**src/rtl/matmul_sequencer.sv**
```systemverilog
// Control sequencer for the 8x8 matrix-vector MAC datapath: streams operands into memory,
// issues one dot product per row and emits each rescaled, saturated row result.
module matmul_sequencer #(
    parameter int unsigned WORD_SIZE = 16,
    parameter int unsigned ADDRS_LEN = 7,
    parameter int unsigned N         = 8,
    parameter int unsigned QF        = 8,
    parameter int unsigned ACC_W     = 2 * WORD_SIZE + 3
) (
    input  logic                    i_src_clk,
    input  logic                    i_rst_n,
    input  logic                    i_in_valid,
    output logic                    o_in_ready,
    input  logic [WORD_SIZE-1:0]    i_in_data,
    output logic                    o_mem_we,
    output logic [ADDRS_LEN-1:0]    o_mem_addr,
    output logic [WORD_SIZE-1:0]    o_mem_wdata,
    output logic [ADDRS_LEN-1:0]    o_rd_addr_a,
    output logic [ADDRS_LEN-1:0]    o_rd_addr_b,
    output logic                    o_mac_clr,
    output logic                    o_mac_en,
    input  logic signed [ACC_W-1:0] i_acc_in,
    output logic                    o_out_valid,
    input  logic                    i_out_ready,
    output logic [WORD_SIZE-1:0]    o_out_data,
    output logic [$clog2(N)-1:0]    o_out_row,
    output logic                    o_out_last,
    output logic                    o_busy,
    output logic                    o_done
);

    localparam int unsigned IDX_W = $clog2(N);
    localparam logic [ADDRS_LEN-1:0] VEC_BASE   = ADDRS_LEN'(N * N);
    localparam logic [ADDRS_LEN-1:0] LOAD_LAST  = ADDRS_LEN'(N * N + N - 1);
    localparam logic [ADDRS_LEN-1:0] ROW_STRIDE = ADDRS_LEN'(N);
    localparam logic [ADDRS_LEN-1:0] ADDR_ONE   = ADDRS_LEN'(1);
    localparam logic [IDX_W-1:0]     IDX_LAST   = IDX_W'(N - 1);
    localparam logic [IDX_W-1:0]     IDX_ONE    = IDX_W'(1);
    localparam logic signed [ACC_W-1:0] SAT_MAX =
        {{(ACC_W - WORD_SIZE + 1){1'b0}}, {(WORD_SIZE - 1){1'b1}}};
    localparam logic signed [ACC_W-1:0] SAT_MIN =
        {{(ACC_W - WORD_SIZE + 1){1'b1}}, {(WORD_SIZE - 1){1'b0}}};

    typedef enum logic [1:0] {StLoad, StIssue, StFlush, StEmit} state_t;

    state_t                 r_state;
    logic [ADDRS_LEN-1:0]   r_count;
    logic [IDX_W-1:0]       r_row;
    logic [IDX_W-1:0]       r_k;
    logic                   r_flush;
    logic                   r_in_ready;
    logic                   r_mem_we;
    logic [ADDRS_LEN-1:0]   r_mem_addr;
    logic [WORD_SIZE-1:0]   r_mem_wdata;
    logic [ADDRS_LEN-1:0]   r_rd_addr_a;
    logic [ADDRS_LEN-1:0]   r_rd_addr_b;
    logic                   r_mac_clr;
    logic                   r_mac_en;
    logic                   r_out_valid;
    logic [WORD_SIZE-1:0]   r_out_data;
    logic [IDX_W-1:0]       r_out_row;
    logic                   r_out_last;
    logic                   r_busy;
    logic                   r_done;

    logic signed [ACC_W-1:0] w_shifted;
    logic [WORD_SIZE-1:0]    w_sat;
    logic [IDX_W-1:0]        w_next_row;
    logic [ADDRS_LEN-1:0]    w_row_base;
    logic [ADDRS_LEN-1:0]    w_next_base;

    assign w_next_row  = r_row + IDX_ONE;
    assign w_row_base  = ADDRS_LEN'(r_row) * ROW_STRIDE;
    assign w_next_base = ADDRS_LEN'(w_next_row) * ROW_STRIDE;

    // Accumulator is Q(2*QF); arithmetic shift floors toward -inf before clamping.
    always_comb begin
        w_shifted = i_acc_in >>> QF;
        if (w_shifted > SAT_MAX) begin
            w_sat = SAT_MAX[WORD_SIZE-1:0];
        end else if (w_shifted < SAT_MIN) begin
            w_sat = SAT_MIN[WORD_SIZE-1:0];
        end else begin
            w_sat = w_shifted[WORD_SIZE-1:0];
        end
    end

    always_ff @(posedge i_src_clk or negedge i_rst_n) begin
        if (!i_rst_n) begin
            r_state     <= StLoad;
            r_count     <= '0;
            r_row       <= '0;
            r_k         <= '0;
            r_flush     <= 1'b0;
            r_in_ready  <= 1'b1;
            r_mem_we    <= 1'b0;
            r_mem_addr  <= '0;
            r_mem_wdata <= '0;
            r_rd_addr_a <= '0;
            r_rd_addr_b <= '0;
            r_mac_clr   <= 1'b0;
            r_mac_en    <= 1'b0;
            r_out_valid <= 1'b0;
            r_out_data  <= '0;
            r_out_row   <= '0;
            r_out_last  <= 1'b0;
            r_busy      <= 1'b0;
            r_done      <= 1'b0;
        end else begin
            r_mem_we  <= 1'b0;
            r_mac_en  <= 1'b0;
            r_mac_clr <= 1'b0;
            r_done    <= 1'b0;
            unique case (r_state)
                StLoad: begin
                    if (i_in_valid && r_in_ready) begin
                        r_mem_we    <= 1'b1;
                        r_mem_addr  <= r_count;
                        r_mem_wdata <= i_in_data;
                        if (r_count == LOAD_LAST) begin
                            r_state     <= StIssue;
                            r_k         <= '0;
                            r_in_ready  <= 1'b0;
                            r_busy      <= 1'b1;
                            r_rd_addr_a <= w_row_base;
                            r_rd_addr_b <= VEC_BASE;
                        end else begin
                            r_count <= r_count + ADDR_ONE;
                        end
                    end
                end
                StIssue: begin
                    // Read data for this beat returns next cycle, so the MAC strobe lags by one.
                    r_mac_en  <= 1'b1;
                    r_mac_clr <= (r_k == '0);
                    if (r_k == IDX_LAST) begin
                        r_state <= StFlush;
                        r_flush <= 1'b0;
                    end else begin
                        r_k         <= r_k + IDX_ONE;
                        r_rd_addr_a <= r_rd_addr_a + ADDR_ONE;
                        r_rd_addr_b <= r_rd_addr_b + ADDR_ONE;
                    end
                end
                StFlush: begin
                    if (!r_flush) begin
                        r_flush <= 1'b1;
                    end else begin
                        r_out_data  <= w_sat;
                        r_out_valid <= 1'b1;
                        r_out_row   <= r_row;
                        r_out_last  <= (r_row == IDX_LAST);
                        r_state     <= StEmit;
                    end
                end
                StEmit: begin
                    if (i_out_ready) begin
                        r_out_valid <= 1'b0;
                        if (r_row != IDX_LAST) begin
                            r_row       <= w_next_row;
                            r_k         <= '0;
                            r_state     <= StIssue;
                            r_rd_addr_a <= w_next_base;
                            r_rd_addr_b <= VEC_BASE;
                        end else begin
                            r_done     <= 1'b1;
                            r_row      <= '0;
                            r_count    <= '0;
                            r_in_ready <= 1'b1;
                            r_busy     <= 1'b0;
                            r_state    <= StLoad;
                        end
                    end
                end
                default: r_state <= StLoad;
            endcase
        end
    end

    assign o_in_ready  = r_in_ready;
    assign o_mem_we    = r_mem_we;
    assign o_mem_addr  = r_mem_addr;
    assign o_mem_wdata = r_mem_wdata;
    assign o_rd_addr_a = r_rd_addr_a;
    assign o_rd_addr_b = r_rd_addr_b;
    assign o_mac_clr   = r_mac_clr;
    assign o_mac_en    = r_mac_en;
    assign o_out_valid = r_out_valid;
    assign o_out_data  = r_out_data;
    assign o_out_row   = r_out_row;
    assign o_out_last  = r_out_last;
    assign o_busy      = r_busy;
    assign o_done      = r_done;

endmodule

```
**config.mk**
```make
export PLATFORM = sky130hd
export DESIGN_NAME = matmul_sequencer
export DESIGN_NICKNAME = d
export VERILOG_FILES = /design/src/rtl/matmul_sequencer.sv
export SDC_FILE = /design/constraint.sdc
export NUM_CORES = 1
export LEC_CHECK = 0
export ABC_CLOCK_PERIOD_IN_PS = 2750
export CORE_MARGIN = 1.5
export CORE_UTILIZATION = 30
export CTS_BUF_LIST = sky130_fd_sc_hd__clkbuf_8
export DETAILED_ROUTE_END_ITERATION = 12
export HOLD_SLACK_MARGIN = 0.05
export PLACE_DENSITY = 0.55
export SYNTH_ARGS = -nofsm -noshare
export SYNTH_HDL_FRONTEND = slang
export SYNTH_SLANG_ARGS = --single-unit
```
**constraint.sdc**
```tcl
create_clock -name i_src_clk -period 2.75 [get_ports i_src_clk]
set_input_delay 0.4125 -clock i_src_clk [delete_from_list [all_inputs] [get_ports i_src_clk]]
set_output_delay 0.4125 -clock i_src_clk [all_outputs]
set_load 0.02 [all_outputs]
```
==> run metrics <==
status=completed; setup bufs post-CTS=0; relative slew slack=0.546; Worst path max stage delay=570 ps; Tcrit/Tclk final=0.821; Psw=0.00186 W; Routed Antenna Nets=0; worst path cell trace=ha_1 > ha_1 > a21o_1 > a21o_1 > or4_1 > o211ai_1; ratio of cells with drive above 1 in the final layout=0.144; worst setup path start=r_k[0]; R2R Setup Slk=490 ps; Pint=0.00306 W; first-pass GRT wire length=14900 um; hpwl dp=6430 um; Syn Area/Cell=10.9 um2; CTS buffer count=9; post-CTS resize count=0; Area contributors post-synth=dfrtp_1, mux2_2, ha_1; Util after Layout=0.440; Unique masters post-synth=48; post-synth top area share=0.525; arrival time at the worst endpoint=2520 ps; FP Rows=40; max frequency=0.443 GHz; worst vdd ir=0.597 mV; Post-Layout Inst Area=5330 um2; end of the critical path=o_rd_addr_a[2]; die span in x=115 um; clk buf depth=2; TritonRoute pass-1 iters=4; Critical Path RT=3020 ps; clk sinks=80; Sw Ratio=0.378; final setup TNS=0 ps; input/output buffers=110; top-count cell post-synth=dfrtp_1; WS Path Type=flip-flop to flip-flop; Primary FF master, synth=dfrtp_1; delay-heaviest family, CP=compound AO/OA/AOI/OAI gates; synthesized area=3760 um2; reg2reg end=o_rd_addr_a[2]; endpoints failing hold=0; post-place setup slack=395 ps; Seq. cell area=2000 um2; hold-fix buffers at CTS=0; Min Clock Period, post-route=2260 ps; Slew Limit Fails=0; Synth area leader=dfrtp_1; unrepaired setup endpoints after global routing=false; total wire length=9130 um; drt drc=0; # nets final=529; leakage power total=2.29 nW; synth warn=0; area used by multi-input combinational logic=1680 um2; combinational share of power=0.447; CTS HTree Levels=3; cells after synthesis=346; pwr/cell area=924 nW/um2; R2R depth=6; sequential share of power=0.356; Net Count, Synth=414; ANT cells=0; Post-Place Cell Area=5100 um2; Overall Global Routing Usage=0.144; DRT iter0 DRCs=78; number of synthesized flops with an enable pin=0; endpoints failing setup=0; async set-reset flop share out of synthesis=1.00; DR WL/cell=14.4 um; CP Capture Type=flip-flop; register area share after synthesis=0.532; most instantiated cells after synthesis=dfrtp_1, nand2_1, mux2_2; Clock Latency Late Sink=360 ps; Clock Power Share=0.197; total power=0.00492 W; vias per cell=4.88; min-delay worst type=input port to asynchronous set/reset pin; max cap viols=0; Crit-path slowest cell=or4_1; Fin Clk Skew=8.28 ps; Vias=3092; Worst path depth=6; die footprint=13200 um2; fillers=1185; Area Overhead vs Synth=41.4%; Seq cells post-synth=80; Setup crit start kind=flip-flop; CTS tree=built; Worst Max-Slew Pin Slew=680 ps; Vert. Die Dim=115 um; Final WS setup=493 ps; Buf/Inv on CP=0; number of global-route vias before repair=3118; Starting Density=0.311; I/O pin count=119; largest net degree at the start of global routing=51; crit-path max FO=20; Root Buffer=clkbuf_8; routability congestion estimate=0.763; initial antenna violation count=0; Reg-to-Reg Start=r_k[0]; total grt overflow=0; clk slew on worst S/H paths=80 ps; Core Area=12100 um2
-- power groups by stage --
stage / Combinational, W / Clock [W] / Sequential, W
floorplan: 0.00104 / 0 / 0.00202
global placement: 0.00219 / 0 / 0.00176
detailed placement: 0.00224 / 0 / 0.00177
CTS: 0.00224 / 0.00101 / 0.00175
global route: 0.00243 / 0.00107 / 0.00180
finish: 0.00220 / 0.000968 / 0.00175
-- logic make-up (layout without fill, tap and decap cells) --
family                     count (synthesis)  count (layout)  share of synthesized area
AOI/OAI and AO/OA                         88              88                      0.152
adders and majority gates                 13              13                     0.0432
buffers and inverters                     24             143                     0.0243
DFF                                       80              80                      0.532
muxes                                     35              35                      0.104
and+or+nand+nor                          106             106                      0.145
-- cell type report --
cell class / count / share of cell area
clock buffers: 11 / 0.0284
clock inverters: 4 / 0.0129
repair buffers: 120 / 0.223
well taps: 168 / 0.0395
multi-input cells: 242 / 0.315
inverters: 8 / 0.00564
flip-flops and latches: 80 / 0.376
-- state kept, by name, indices dropped and copies added (netlist names), 2 cells and up --
name and count:
o_mem_wdata 16, o_out_data 16, o_mem_addr 7, o_rd_addr_a 7, o_rd_addr_b 7, r_count 7, o_out_row 3, r_k 3
r_row 3, r_state 2
-- metal layers --
metal  up-vias  global-route usage  share of wire
met1      1515               0.179           0.45
met4         0              0.0403          0.011
met3        11              0.0485          0.053
li1       1488                   -              -
met2        78               0.240           0.48
met5         -                   0              0
-- placed cells by master, fill, tap and decap left out, types with 2 or more instances in the layout --
cell	count
a31oi_1	2
mux2i_1	2
a21o_1	2
nand3_1	12
clkbuf_8	11
nand2_1	35
nand2b_1	3
nor4_1	4
mux2_2	32
buf_4	10
o211ai_1	8
a2111oi_0	3
o21ai_0	24
dfrtp_1	79
nor2b_1	6
a21oi_1	23
or4b_2	3
clkdlybuf4s50_1	109
or4_1	2
ha_1	13
o21a_1	4
nor3b_1	2
a221o_1	2
bufinv_16	2
nor2_1	24
o31ai_1	2
inv_1	9
a22oi_1	3
a22o_1	5
a211o_1	2
nor3_1	3
nand4_1	4
-- stage by stage --
stage,instances,hold slack [ps]
4_1_cts,633,105
2_1_floorplan,346,117
3_5_place_dp,618,446
5_1_grt,633,118
3_3_place_gp,618,451
6_report,633,93.9
-- worst min-delay path by stage --
stage | startpoint | end | slack (ps) | cells after the start
floorplan | i_rst_n | o_busy | 120 | 0
global placement | r_k[2] | o_mac_clr | 450 | 1
finish | i_rst_n | o_mem_addr[3] | 90 | 1
detailed placement | r_k[2] | o_mac_clr | 450 | 1
CTS | i_rst_n | o_mem_addr[3] | 100 | 1
global route | i_rst_n | o_mem_addr[3] | 120 | 1
Power figures use the tool's default switching activity.
